**config.mk**
```make
export PLATFORM = sky130hd
export DESIGN_NAME = seq_div_flat
export DESIGN_NICKNAME = d
export VERILOG_FILES = /design/src/rtl/div_pkg.sv /design/src/rtl/seq_div_if.sv /design/src/rtl/rca_add.sv /design/src/rtl/seq_div.sv /design/src/flat_wrapper.sv
export SDC_FILE = /design/constraint.sdc
export NUM_CORES = 1
export LEC_CHECK = 0
export CAP_MARGIN = 20
export CORE_UTILIZATION = 52
export CTS_CLUSTER_SIZE = 30
export DETAILED_ROUTE_END_ITERATION = 16
export PLACE_DENSITY = 0.84
export SKIP_LAST_GASP = 1
export SLEW_MARGIN = 20
export SYNTH_ARGS = -nofsm -noshare
export SYNTH_HDL_FRONTEND = slang
export SYNTH_SLANG_ARGS = --single-unit
```
**constraint.sdc**
```tcl
create_clock -name clk -period 4.2 [get_ports clk]
set_input_delay 0.84 -clock clk [delete_from_list [all_inputs] [get_ports clk]]
set_output_delay 0.84 -clock clk [all_outputs]
set_load 0.05 [all_outputs]
```
**src/rtl/div_pkg.sv**
```systemverilog
// div_pkg: shared state encoding and sizing helper for the sequential divider
package div_pkg;

    typedef enum logic [1:0] {IDLE, BUSY, DONE} div_state_t;

    function automatic int cnt_w(input int n);
        return (n > 1) ? $clog2(n) : 1;
    endfunction

endpackage

```
**src/rtl/seq_div_if.sv**
```systemverilog
// seq_div_if: operand/result handshake bundle for the divider
interface seq_div_if #(parameter int N = 8);

    logic         in_valid;
    logic         in_ready;
    logic [N-1:0] dividend;
    logic [N-1:0] divisor;
    logic         out_valid;
    logic         out_ready;
    logic [N-1:0] quotient;
    logic [N-1:0] remainder;
    logic         div_by_zero;

    modport master (
        output in_valid, dividend, divisor, out_ready,
        input  in_ready, out_valid, quotient, remainder, div_by_zero
    );

    modport slave (
        input  in_valid, dividend, divisor, out_ready,
        output in_ready, out_valid, quotient, remainder, div_by_zero
    );

endinterface

```
**src/rtl/rca_add.sv**
```systemverilog
// rca_add: N-bit ripple-carry adder, used with inverted b and cin=1 as a subtractor
module rca_add #(parameter int N = 9) (
    input  logic [N-1:0] a,
    input  logic [N-1:0] b,
    input  logic         cin,
    output logic [N-1:0] sum,
    output logic         cout
);

    logic [N:0] c;

    assign c[0] = cin;
    assign cout = c[N];

    for (genvar i = 0; i < N; i++) begin : g_fa
        assign sum[i]   = a[i] ^ b[i] ^ c[i];
        assign c[i+1]   = (a[i] & b[i]) | (c[i] & (a[i] ^ b[i]));
    end

endmodule

```
**src/rtl/seq_div.sv**
```systemverilog
// seq_div: iterative unsigned restoring divider, one quotient bit per clock
module seq_div
    import div_pkg::*;
#(
    parameter int N = 8
) (
    input  logic      clk,
    input  logic      rst,
    seq_div_if.slave  bus
);

    localparam int CW = cnt_w(N);

    div_state_t    state_q, state_d;
    logic [CW-1:0] cnt_q, cnt_d;
    logic [N:0]    r_q, r_d;
    logic [N-1:0]  q_q, q_d;
    logic [N-1:0]  dvs_q, dvs_d;
    logic [N-1:0]  quo_q, quo_d;
    logic [N-1:0]  rem_q, rem_d;
    logic          dbz_q, dbz_d;
    logic [N:0]    r_sh, t;
    logic [N-1:0]  q_sh, q_nx;
    logic          nonneg;

    assign r_sh = {r_q[N-1:0], q_q[N-1]};
    assign q_sh = q_q << 1;
    assign q_nx = q_sh | N'(nonneg);

    rca_add #(.N(N+1)) u_sub (
        .a    (r_sh),
        .b    (~{1'b0, dvs_q}),
        .cin  (1'b1),
        .sum  (t),
        .cout (nonneg)
    );

    assign bus.in_ready    = (state_q == IDLE);
    assign bus.out_valid   = (state_q == DONE);
    assign bus.quotient    = quo_q;
    assign bus.remainder   = rem_q;
    assign bus.div_by_zero = dbz_q;

    // next state: accept in IDLE, one restoring step per cycle in BUSY, hold in DONE
    always_comb begin
        state_d = state_q;
        cnt_d   = cnt_q;
        r_d     = r_q;
        q_d     = q_q;
        dvs_d   = dvs_q;
        quo_d   = quo_q;
        rem_d   = rem_q;
        dbz_d   = dbz_q;
        case (state_q)
            IDLE: if (bus.in_valid) begin
                dvs_d = bus.divisor;
                if (bus.divisor == '0) begin
                    state_d = DONE;
                    quo_d   = '1;
                    rem_d   = bus.dividend;
                    dbz_d   = 1'b1;
                end else begin
                    state_d = BUSY;
                    cnt_d   = CW'(N - 1);
                    r_d     = '0;
                    q_d     = bus.dividend;
                    dbz_d   = 1'b0;
                end
            end
            BUSY: begin
                r_d   = nonneg ? t : r_sh;
                q_d   = q_nx;
                cnt_d = cnt_q - CW'(1);
                if (cnt_q == '0) begin
                    state_d = DONE;
                    quo_d   = q_nx;
                    rem_d   = nonneg ? t[N-1:0] : r_sh[N-1:0];
                end
            end
            DONE: if (bus.out_ready) state_d = IDLE;
            default: state_d = IDLE;
        endcase
    end

    // state and datapath registers, synchronous reset clears everything
    always_ff @(posedge clk) begin
        if (rst) begin
            state_q <= IDLE;
            cnt_q   <= '0;
            r_q     <= '0;
            q_q     <= '0;
            dvs_q   <= '0;
            quo_q   <= '0;
            rem_q   <= '0;
            dbz_q   <= 1'b0;
        end else begin
            state_q <= state_d;
            cnt_q   <= cnt_d;
            r_q     <= r_d;
            q_q     <= q_d;
            dvs_q   <= dvs_d;
            quo_q   <= quo_d;
            rem_q   <= rem_d;
            dbz_q   <= dbz_d;
        end
    end

endmodule

```
**src/flat_wrapper.sv**
```systemverilog
// flat-port wrapper written by rule: the top's interface ports become plain ports
module seq_div_flat import div_pkg::*;
#(
    parameter int N = 8
)
  (clk, rst, bus_in_valid, bus_dividend, bus_divisor, bus_out_ready, bus_in_ready, bus_out_valid, bus_quotient, bus_remainder, bus_div_by_zero);
  seq_div_if #(.N(N)) bus_i ();
  input  logic clk;
  input  logic rst;
  input wire logic [$bits(bus_i.in_valid)-1:0] bus_in_valid;
  input wire logic [$bits(bus_i.dividend)-1:0] bus_dividend;
  input wire logic [$bits(bus_i.divisor)-1:0] bus_divisor;
  input wire logic [$bits(bus_i.out_ready)-1:0] bus_out_ready;
  output wire logic [$bits(bus_i.in_ready)-1:0] bus_in_ready;
  output wire logic [$bits(bus_i.out_valid)-1:0] bus_out_valid;
  output wire logic [$bits(bus_i.quotient)-1:0] bus_quotient;
  output wire logic [$bits(bus_i.remainder)-1:0] bus_remainder;
  output wire logic [$bits(bus_i.div_by_zero)-1:0] bus_div_by_zero;
  assign bus_i.in_valid = bus_in_valid;
  assign bus_i.dividend = bus_dividend;
  assign bus_i.divisor = bus_divisor;
  assign bus_i.out_ready = bus_out_ready;
  assign bus_in_ready = bus_i.in_ready;
  assign bus_out_valid = bus_i.out_valid;
  assign bus_quotient = bus_i.quotient;
  assign bus_remainder = bus_i.remainder;
  assign bus_div_by_zero = bus_i.div_by_zero;
  seq_div #(.N(N)) u_core (.clk(clk), .rst(rst), .bus(bus_i));
endmodule
```
## Word level (Yosys, flattened, before mapping)

Cells that the tools add are included.

- Equal/unequal tests: 7
- Multiplexer cells: 25
- Bitwise operators: 45
- Add/sub/neg operators: 1
- Reductions and logical operators: 8

Operators with widths:

| operator | number |
|---|---|
| two-way mux 8 bit | 12 |
| one-hot mux 8 bit (2 select lines) | 4 |
| AND 1 bit | 17 |
| XOR 1 bit | 16 |
| inverter 8 -> 9 bit | 1 |
| bitwise OR 1 bit | 9 |
| logical NOT 8 bit | 1 |
| two-way mux 2 bit | 4 |
| bitwise OR 8 x 1 -> 8 bit | 1 |
| two-way mux 3 bit | 2 |
| inequality test 2 bit, second input constant | 3 |
| one-hot mux 2 bit (3 select lines) | 1 |
| one-hot mux 3 bit (2 select lines) | 1 |
| AND reduction 3 bit | 2 |
| inequality test 2 x 1 -> 1 bit, second input constant | 2 |
| AND reduction 4 bit | 1 |
| logical NOT 3 bit | 1 |
| subtractor 3 x 1 -> 3 bit, second input constant | 1 |
| equality test 2 x 1 -> 1 bit, second input constant | 1 |
| equality test 2 bit, second input constant | 1 |
| logical NOT 2 bit | 1 |
| AND reduction 2 bit | 1 |
| nonzero test 2 bit | 1 |
| two-way mux 1 bit | 1 |
| inverter 1 bit | 1 |

- Flip-flop bits (word level): 46
- Logic and storage cells: 94
- Output and inout bits: 19
- Input bits: 20

## Longest topological paths before layout

Gate-level depths: netlist of the first run.

- Depth after elaboration: 22
- Mapped depth: 17
- Depth with buffers taken out: 15

## Cells and area by module

Synthesis of the first run repeated with hierarchy kept, for this count alone.

- Cells, all modules: 263
- Area, all modules: 2,441.1 µm²

Modules (own cells, without submodules):

| module | area an instance (µm²) | seq. area each (µm²) | times used | cells an instance |
|---|---|---|---|---|
| seq_div | 2,223.4 | 920.9 | 1 | 244 |
| rca_add | 217.7 | 0.0 | 1 | 19 |

## Least setup slack after synthesis of the first run

OpenSTA, ideal clock, no wires.

- Path type: register to register
- Start: register u_core.q_q[7]
- End: register u_core.rem_q[3] (netlist: u_core.bus.remainder[3])
- Required time: 4.109 ns
- Buffers on the path: 2
- Library setup time: 0.091 ns
- Clock period less this slack: 3.775 ns
- Slack: 0.425 ns
- Data arrival time: 3.684 ns
- Stages on the path, launching flop included: 17
- Cells stage by stage: dfxtp_1 inv_1 ha_1 fa_1 fa_1 fa_1 fa_1 inv_1 fa_1 fa_1 inv_1 fa_1 nand2b_1 buf_2 clkbuf_1 o211ai_1 a311oi_1

- Longest elaborated chain between the ends: 21
- Elaborated cells between the ends (all ways): 23
- Classes of those cells: mux (3); bitwise (20)

Ends and longest elaborated chain:

| what | line | RTL |
|---|---|---|
| start, declared | seq_div.sv:17 | `logic [N-1:0] q_q, q_d;` |
| start signal, assigned | seq_div.sv:100 | `q_q <= q_d;` |
| AND 1 bit / XOR 1 bit (equally long branches) | rca_add.sv:17 | `assign c[i+1] = (a[i] & b[i]) \| (c[i] & (a[i] ^ b[i]));` |
| bitwise OR 1 bit * | rca_add.sv:17 |  |
| AND 1 bit * | rca_add.sv:17 |  |
| bitwise OR 1 bit * | rca_add.sv:17 |  |
| AND 1 bit * | rca_add.sv:17 |  |
| bitwise OR 1 bit * | rca_add.sv:17 |  |
| AND 1 bit | rca_add.sv:17 |  |
| bitwise OR 1 bit | rca_add.sv:17 |  |
| (+5 left out) | n/a |  |
| bitwise OR 1 bit | rca_add.sv:17 |  |
| AND 1 bit | rca_add.sv:17 |  |
| bitwise OR 1 bit | rca_add.sv:17 |  |
| AND 1 bit | rca_add.sv:17 |  |
| bitwise OR 1 bit | rca_add.sv:17 |  |
| two-way mux 8 bit * | seq_div.sv:77 | `rem_d = nonneg ? t[N-1:0] : r_sh[N-1:0];` |
| two-way mux 8 bit * | seq_div.sv:74 | `if (cnt_q == '0) begin` |
| one-hot mux 8 bit (2 select lines) * | seq_div.sv:54 | `case (state_q)` |
| end signal, assigned | seq_div.sv:103 | `rem_q <= rem_d;` |
| end, declared | seq_div.sv:20 | `logic [N-1:0] rem_q, rem_d;` |

Mark *: on every way between the ends. The rest lies on a longest branch, timed or not. The select of a mux whose other input is x is not followed.
A chain may end at the register's enable or synchronous reset.

## Worst setup path after layout of the first run

- Start: register u_core.q_q[7]
- End: register u_core.rem_q[0] (netlist: u_core.bus.remainder[0])

- Longest elaborated chain between the ends: 21
- Elaborated cells between the ends (all ways): 23
- Classes of those cells: mux (3); bitwise (20)

Ends and longest elaborated chain:

| what | line |
|---|---|
| AND 1 bit / XOR 1 bit (equally long branches) | rca_add.sv:17, rca_add.sv:16 |
| bitwise OR 1 bit | rca_add.sv:17 |
| AND 1 bit | rca_add.sv:17 |
| bitwise OR 1 bit | rca_add.sv:17 |
| AND 1 bit | rca_add.sv:17 |
| bitwise OR 1 bit | rca_add.sv:17 |
| AND 1 bit | rca_add.sv:17 |
| bitwise OR 1 bit | rca_add.sv:17 |
| (+5 left out) | n/a |
| bitwise OR 1 bit | rca_add.sv:17 |
| AND 1 bit | rca_add.sv:17 |
| bitwise OR 1 bit | rca_add.sv:17 |
| AND 1 bit | rca_add.sv:17 |
| bitwise OR 1 bit | rca_add.sv:17 |
| two-way mux 8 bit * | seq_div.sv:77 |
| two-way mux 8 bit * | seq_div.sv:74 |
| one-hot mux 8 bit (2 select lines) * | seq_div.sv:54 |

Marked as above.

==> flow_metrics.py, run 1 <==
metrics = {
    "outcome": {
        "status": "complete, no violations",
    },
    "timing": {
        "setup_total_negative_slack_ns": 0,
        "finalClockSkew_ns": 0.008413,
        "fmaxAchievable_mhz": 256.8,
        "grt_setup_unrepaired": "false",
        "report.final.setup_viol": 0,
        "period_share": 0.9271,
        "tightest_pin_transition_ns": 0.7810,
        "final_number_of_hold_violating_endpoints": 0,
        "slew_violations": 0,
        "finalCriticalPeriod_ns": 3.894,
        "worst_slew_margin_rel": 0.4794,
    },
    "grt": {
        "antenna_found_initial": 0,
        "all_layer_global_routing_usage": 0.2409,
        "globalRoute.totalOverflow": 0,
        "maximum_number_of_pins_on_one_net_before_global_route_repair": 47,
        "first_global_vias": 1747,
        "grt_pass1_wl_um": 8073,
    },
    "detailed_routing": {
        "post_route_drc_violation_count": 0,
        "route.final.wire_length_um": 4891,
        "drt_iter0_markers": 166,
        "routed_via_density": 5.719,
        "routed_wire_length_per_instance_um": 14.78,
        "drt_pass1_iterations": 4,
        "vias": 1893,
        "drtAntennaViolNets": 0,
    },
    "cts": {
        "clk_latency_ns": 0.31,
        "h-tree-depth": 2,
        "path_clk_slew_ns": 0.09,
        "root_buffer": "sky130_fd_sc_hd__clkbuf_8",
        "clk_path_buf_depth": 2,
        "tritoncts": "yes",
        "cts.hold.buffers_added": 0,
        "clock-sinks": 46,
        "cts_inserted_buffers": 5,
        "cts_setup_buffers": 0,
        "post_cts.resized_instances": 0,
    },
    "yosys": {
        "synth.top_cell.area_share": 0.4093,
        "synth.net_count": 276,
        "ys_seq_area_frac": 0.4093,
        "synth.area.top_cells": "sky130_fd_sc_hd__dfxtp_1 (41%), sky130_fd_sc_hd__fa_1 (6.2%), sky130_fd_sc_hd__nor2_1 (5.0%)",
        "avgSynthCellArea_sq_um": 9.145,
        "ys_ff_latch": 46,
        "syn_inst": 246,
        "post_synth_instance_area_sq_um": 2250,
        "synth_cell_type_count": 34,
        "synth.largest_area_cell": "sky130_fd_sc_hd__dfxtp_1",
        "synth.yosys.warnings": 0,
    },
    "power_and_ir_drop": {
        "power.density_nw_per_um2": 441.8,
        "p_sw_uw": 408.7,
        "cell_internal_pwr_uw": 808.0,
        "power.switching_fraction": 0.3359,
        "p_seq_frac": 0.421,
        "clockPowerShare": 0.272,
        "vdd_drop_max_uv": 229.2,
        "leakagePower_nw": 1.010,
        "share_comb_of_total_power": 0.308,
    },
    "setup_path": {
        "worst-endpoint-required_ns": 4.41,
        "path_class": "flip-flop to flip-flop",
        "cp-start-kind": "flip-flop",
        "worst-path-max-fanout": 12,
        "cp_common_cell": "sky130_fd_sc_hd__fa_1",
        "slowest_stage": "sky130_fd_sc_hd__dfxtp_1",
        "critPathMaxStageDelay_ns": 0.39,
        "path_cells": "inv_1 -> ha_1 -> fa_1 -> fa_1 -> fa_1 -> fa_1 -> inv_1 -> fa_1 -> fa_1 -> inv_1 -> fa_1 -> nand2b_1 -> buf_4 -> o211ai_1 -> a311oi_1",
        "setup.worst_path.end_class": "flip-flop",
        "cp_data_arrival_time_ns": 4.11,
    },
    "finish": {
        "syn2layout_area_growth_pct": 22.41,
        "finalNetCount": 310,
        "design_area_sq_um": 2754,
        "final_common_cell": "sky130_fd_sc_hd__dfxtp_1",
        "commonest_cells_after_routing_fill_and_taps_aside": "sky130_fd_sc_hd__dfxtp_1 (46), sky130_fd_sc_hd__clkdlybuf4s50_1 (38), sky130_fd_sc_hd__nor2_1 (30), sky130_fd_sc_hd__nand2_1 (24), sky130_fd_sc_hd__a21oi_1 (21)",
        "final_cells": 331,
        "antenna_cells_inserted": 0,
        "final.fill_count": 346,
        "drive_gt1_frac": 0.1103,
    },
    "placed_design": {
        "dpl.cell_count": 323,
        "detailed_place_hpwl_um": 3432,
        "placed_area_sq_um": 2641,
        "final_weighted_congestion_in_routability_driven_placement": 0.8100,
        "port_buffers": 38,
    },
    "die": {
        "die_w_um": 67.78,
        "top_level_port_count": 39,
        "rows": 23,
        "core_sq_um": 4086,
        "fp.dieH_um": 67.78,
        "fp.dieArea_sq_um": 4593,
        "floorplan.initialDensity": 0.5505,
    },
    "job": {
        "total_of_max_cap_violations": 0,
    },
    "worst_hold_path": {
        "min_path_type": "flip-flop to flip-flop",
    },
}
==> worst paths after layout <==
path	slack [ns]	cells past startpoint	from	to
worst max-delay path	0.31	15	u_core.q_q[7]	u_core.bus.remainder[0]
worst min register to register	0.48	2	u_core.r_q[6]	u_core.r_q[6]
worst min-delay path	0.48	2	u_core.r_q[6]	u_core.r_q[6]
worst max register to register	0.31	15	u_core.q_q[7]	u_core.bus.remainder[0]
==> power by group through the flow <==
stage / combinational (mW) / sequential [mW] / clock (mW)
3_3_place_gp: 0.360 / 0.520 / 0
5_1_grt: 0.410 / 0.518 / 0.354
6_report: 0.374 / 0.512 / 0.330
4_1_cts: 0.374 / 0.511 / 0.333
3_5_place_dp: 0.372 / 0.521 / 0
2_1_floorplan: 0.228 / 0.560 / 0
==> cell type report <==
| class | instances | area, sq um | area share |
|---|---|---|---|
| inverter | 15 | 56.30 | 0.02045 |
| clock inverter | 2 | 37.54 | 0.01363 |
| sequential | 46 | 920.9 | 0.3344 |
| multi-input combinational | 170 | 1194 | 0.4334 |
| timing repair buffer | 42 | 410.4 | 0.1490 |
| clock buffer | 6 | 72.57 | 0.02635 |
| tap | 50 | 62.56 | 0.02272 |
==> sequential cells by signal, indices dropped and copies added, names as in the netlist <==
register	count
u_core.bus.div_by_zero	1
u_core.dvs_q	8
u_core.state_q	2
u_core.r_q	8
u_core.bus.quotient	8
u_core.cnt_q	3
u_core.q_q	8
u_core.bus.remainder	8
==> cell usage after synthesis <==
cell	n
sky130_fd_sc_hd__dfxtp_1	46
sky130_fd_sc_hd__o22ai_1	1
sky130_fd_sc_hd__mux2_2	3
sky130_fd_sc_hd__buf_2	5
sky130_fd_sc_hd__nand2_1	24
sky130_fd_sc_hd__inv_1	13
sky130_fd_sc_hd__a311oi_1	7
sky130_fd_sc_hd__ha_1	3
sky130_fd_sc_hd__a211oi_1	8
sky130_fd_sc_hd__a21o_1	1
sky130_fd_sc_hd__clkinv_1	1
sky130_fd_sc_hd__a32oi_4	1
sky130_fd_sc_hd__nor3b_2	1
sky130_fd_sc_hd__a221oi_2	1
sky130_fd_sc_hd__nor3_2	8
sky130_fd_sc_hd__inv_2	1
sky130_fd_sc_hd__clkbuf_1	6
sky130_fd_sc_hd__nor3_1	3
sky130_fd_sc_hd__buf_6	2
sky130_fd_sc_hd__o21ai_0	1
sky130_fd_sc_hd__a221oi_1	3
sky130_fd_sc_hd__nor2b_1	18
sky130_fd_sc_hd__a21oi_1	21
sky130_fd_sc_hd__o211ai_1	5
sky130_fd_sc_hd__fa_1	7
sky130_fd_sc_hd__nor4_4	2
sky130_fd_sc_hd__a21bo_2	1
sky130_fd_sc_hd__nand2b_1	4
sky130_fd_sc_hd__nor2_1	30
sky130_fd_sc_hd__buf_1	1
sky130_fd_sc_hd__a211oi_2	1
sky130_fd_sc_hd__mux2i_1	7
sky130_fd_sc_hd__nand3_1	9
sky130_fd_sc_hd__buf_4	1
==> routing by layer <==
metal,global-route usage,vias up,routed length [um]
met2,0.3911,57,2451
met3,0.06250,11,232
li1,-,912,-
met4,0.1094,0,99
met5,0,-,0
met1,0.2972,913,2107
==> cell families (layout without fill, tap and decap cells) <==
kind of cell | count (synthesis) | count (layout) | share of synthesized area
multiplexers | 10 | 10 | 0.04616
AND/OR/NAND/NOR | 99 | 99 | 0.2380
AO/OA/AOI/OAI | 51 | 51 | 0.1663
adder cells (fa/ha/maj) | 10 | 10 | 0.07898
buffers and inverters | 30 | 65 | 0.06117
flip-flops | 46 | 46 | 0.4093
==> metrics by stage <==
stage / hold slack [ns] / power [mW] / utilization / setup slack, ns
finish: 0.4757 / 1.217 / 0.6739 / 0.3063
global route: 0.5042 / 1.282 / 0.6739 / 0.05478
CTS: 0.4757 / 1.219 / 0.6733 / 0.2846
detailed placement: 0.4632 / 0.8932 / 0.6464 / 0.3095
global placement: 0.4576 / 0.8799 / 0.6464 / 0.4757
floorplan: 0.4430 / 0.7877 / - / 0.4249
==> worst max-delay path: cells and delay by family, from the launching register on <==
family,cells,cell delay (ns)
AO/OA/AOI/OAI,2,0.41
adder cells (fa/ha/maj),8,2.42
buffers and inverters,4,0.41
flip-flops,1,0.39
AND/OR/NAND/NOR,1,0.20
Power figures use the tool's default switching activity.
==> run 2: changes to the inputs <==
CORE_MARGIN = 2   (was default)
==> run 2 against run 1 <==
Against the previous run: critical path depth unchanged; worst setup slack better by 0.011 ns; clock-buffer cell count unchanged; global-route usage down 2.8 points; sequential share of layout area up 0.32 points; register-to-register slack about the same.
==> flow_metrics.py, run 2 (synthesis results as in run 1) <==
metrics = {
    "setup_path": {
        "ff2ff_path_depth": 15,
        "cp_common_cell": "sky130_fd_sc_hd__fa_1",
        "cp-start-kind": "flip-flop",
        "critical_path.reg2reg.startpoint": "u_core.q_q[7]",
        "worst_path_dominant_cell_family": "adder cells",
        "cp_data_arrival_time_ns": 4.09,
        "slowest_stage": "sky130_fd_sc_hd__fa_1",
        "critical_path_buffers_and_inverters": 4,
        "worst-endpoint-required_ns": 4.41,
        "path_cells": "inv_1 -> ha_1 -> fa_1 -> fa_1 -> fa_1 -> fa_1 -> inv_1 -> fa_1 -> fa_1 -> inv_1 -> fa_1 -> nand2b_1 -> buf_4 -> o211ai_1 -> a311oi_1",
        "r2r_slack_ns": 0.32,
        "setup.worst_path.end_class": "flip-flop",
        "path_class": "flip-flop to flip-flop",
        "worst-path-max-fanout": 12,
        "r2r-end": "u_core.bus.remainder[3]",
        "critPathMaxStageDelay_ns": 0.39,
    },
    "cts": {
        "clk_path_buf_depth": 2,
        "h-tree-depth": 2,
        "cts.hold.buffers_added": 0,
        "clk_latency_ns": 0.30,
        "clock-sinks": 46,
        "post_cts.resized_instances": 0,
        "path_clk_slew_ns": 0.08,
        "cts_setup_buffers": 0,
        "cts_inserted_buffers": 5,
        "root_buffer": "sky130_fd_sc_hd__clkbuf_8",
        "tritoncts": "yes",
    },
    "power_and_ir_drop": {
        "leakagePower_nw": 1.003,
        "power_mw": 1.158,
        "vdd_drop_max_uv": 221.1,
        "power.density_nw_per_um2": 424.6,
    },
    "finish": {
        "finalNetCount": 310,
        "final_cells": 331,
        "antenna_cells_inserted": 0,
        "syn2layout_area_growth_pct": 21.25,
        "drive_gt1_frac": 0.1068,
        "final_common_cell": "sky130_fd_sc_hd__dfxtp_1",
        "commonest_cells_after_routing_fill_and_taps_aside": "sky130_fd_sc_hd__dfxtp_1 (46), sky130_fd_sc_hd__clkdlybuf4s50_1 (38), sky130_fd_sc_hd__nor2_1 (30), sky130_fd_sc_hd__nand2_1 (24), sky130_fd_sc_hd__a21oi_1 (21)",
    },
    "timing": {
        "setup_ws_final_ns": 0.3178,
        "grt_setup_unrepaired": "false",
        "finalClockSkew_ns": 0.004857,
        "whs_ns": 0.4823,
        "fmaxAchievable_mhz": 257.6,
        "period_share": 0.9243,
        "report.final.setup_viol": 0,
        "finalCriticalPeriod_ns": 3.882,
        "worst_slew_margin_rel": 0.4380,
        "slew_violations": 0,
        "setup_total_negative_slack_ns": 0,
        "tightest_pin_transition_ns": 0.8431,
        "final_number_of_hold_violating_endpoints": 0,
    },
    "detailed_routing": {
        "routed_wire_length_per_instance_um": 14.82,
        "drt_pass1_iterations": 4,
        "drtAntennaViolNets": 0,
        "vias": 1886,
        "post_route_drc_violation_count": 0,
        "drt_iter0_markers": 167,
        "routed_via_density": 5.698,
        "route.final.wire_length_um": 4907,
    },
    "worst_hold_path": {
        "worst_hold_path.endpoint": "u_core.q_q[5]",
        "min_path_type": "flip-flop to flip-flop",
        "timing.hold.worst_path_depth": 2,
        "min_from": "u_core.q_q[5]",
    },
    "grt": {
        "first_global_vias": 1866,
        "globalRoute.totalOverflow": 0,
        "all_layer_global_routing_usage": 0.2130,
        "grt_pass1_wl_um": 8473,
        "antenna_found_initial": 0,
        "maximum_number_of_pins_on_one_net_before_global_route_repair": 47,
    },
    "die": {
        "floorplan.initialDensity": 0.5505,
        "top_level_port_count": 39,
        "die_w_um": 69.78,
        "core_sq_um": 4086,
        "rows": 23,
        "fp.dieArea_sq_um": 4869,
        "fp.dieH_um": 69.78,
    },
    "placed_design": {
        "port_buffers": 38,
        "post-place-ws_ns": 0.3367,
        "detailed_place_hpwl_um": 3363,
        "dpl.cell_count": 323,
        "final_weighted_congestion_in_routability_driven_placement": 0.8538,
    },
    "job": {
        "total_of_max_cap_violations": 0,
    },
    "outcome": {
        "status": "complete, no violations",
    },
}
-- run 2: worst max-delay path by stage --
stage	from	endpoint	slack, ns	depth (start not counted)
after floorplan	u_core.q_q[7]	u_core.bus.remainder[3]	0.42	16
after global placement	u_core.q_q[7]	u_core.bus.remainder[5]	0.49	15
after detailed placement	u_core.q_q[7]	u_core.bus.remainder[3]	0.34	15
after CTS	u_core.q_q[7]	u_core.bus.remainder[3]	0.30	15
after global routing	u_core.q_q[7]	u_core.bus.remainder[3]	0.11	15
final	u_core.q_q[7]	u_core.bus.remainder[3]	0.32	15
-- run 2: metal layers --
layer	track usage	share of wire
met4	0.07692	0.020
met5	0	0
met3	0.04797	0.055
met1	0.2670	0.43
met2	0.3587	0.50
-- run 2: metrics by stage --
step / util / instance area (sq um)
floorplan: - / 2250
CTS: 0.6675 / 2728
finish: 0.6675 / 2728
global route: 0.6675 / 2728
global placement: 0.6464 / 2641
detailed placement: 0.6464 / 2641
-- run 2: power breakdown --
part	switching [mW]	leakage (nW)	total (mW)	internal (mW)
logic	0.225	0.581	0.376	0.152
clock network	0.153	0.0452	0.271	0.118
registers	0.0317	0.377	0.511	0.479
-- run 2: area by class of cell --
| class | count | area [sq um] |
|---|---|---|
| clock buffer | 6 | 72.57 |
| sequential | 46 | 920.9 |
| inverter | 15 | 56.30 |
| clock inverter | 2 | 13.76 |
| fill | 352 | 1359 |
| timing repair buffer | 42 | 410.4 |
| multi-input combinational | 170 | 1191 |
| tap | 50 | 62.56 |
-- run 2: tightest hold or removal path, cell delays in order, from the launching register on --
cell and delay [ns]:
sky130_fd_sc_hd__dfxtp_1 0.33, sky130_fd_sc_hd__nand2_1 0.06, sky130_fd_sc_hd__a211oi_1 0.05
==> run 3: changes to the inputs <==
CORE_MARGIN = default   (was 2)
==> results of run 3 <==
The final DEF is identical to that of run 1; final timing and power are the same.
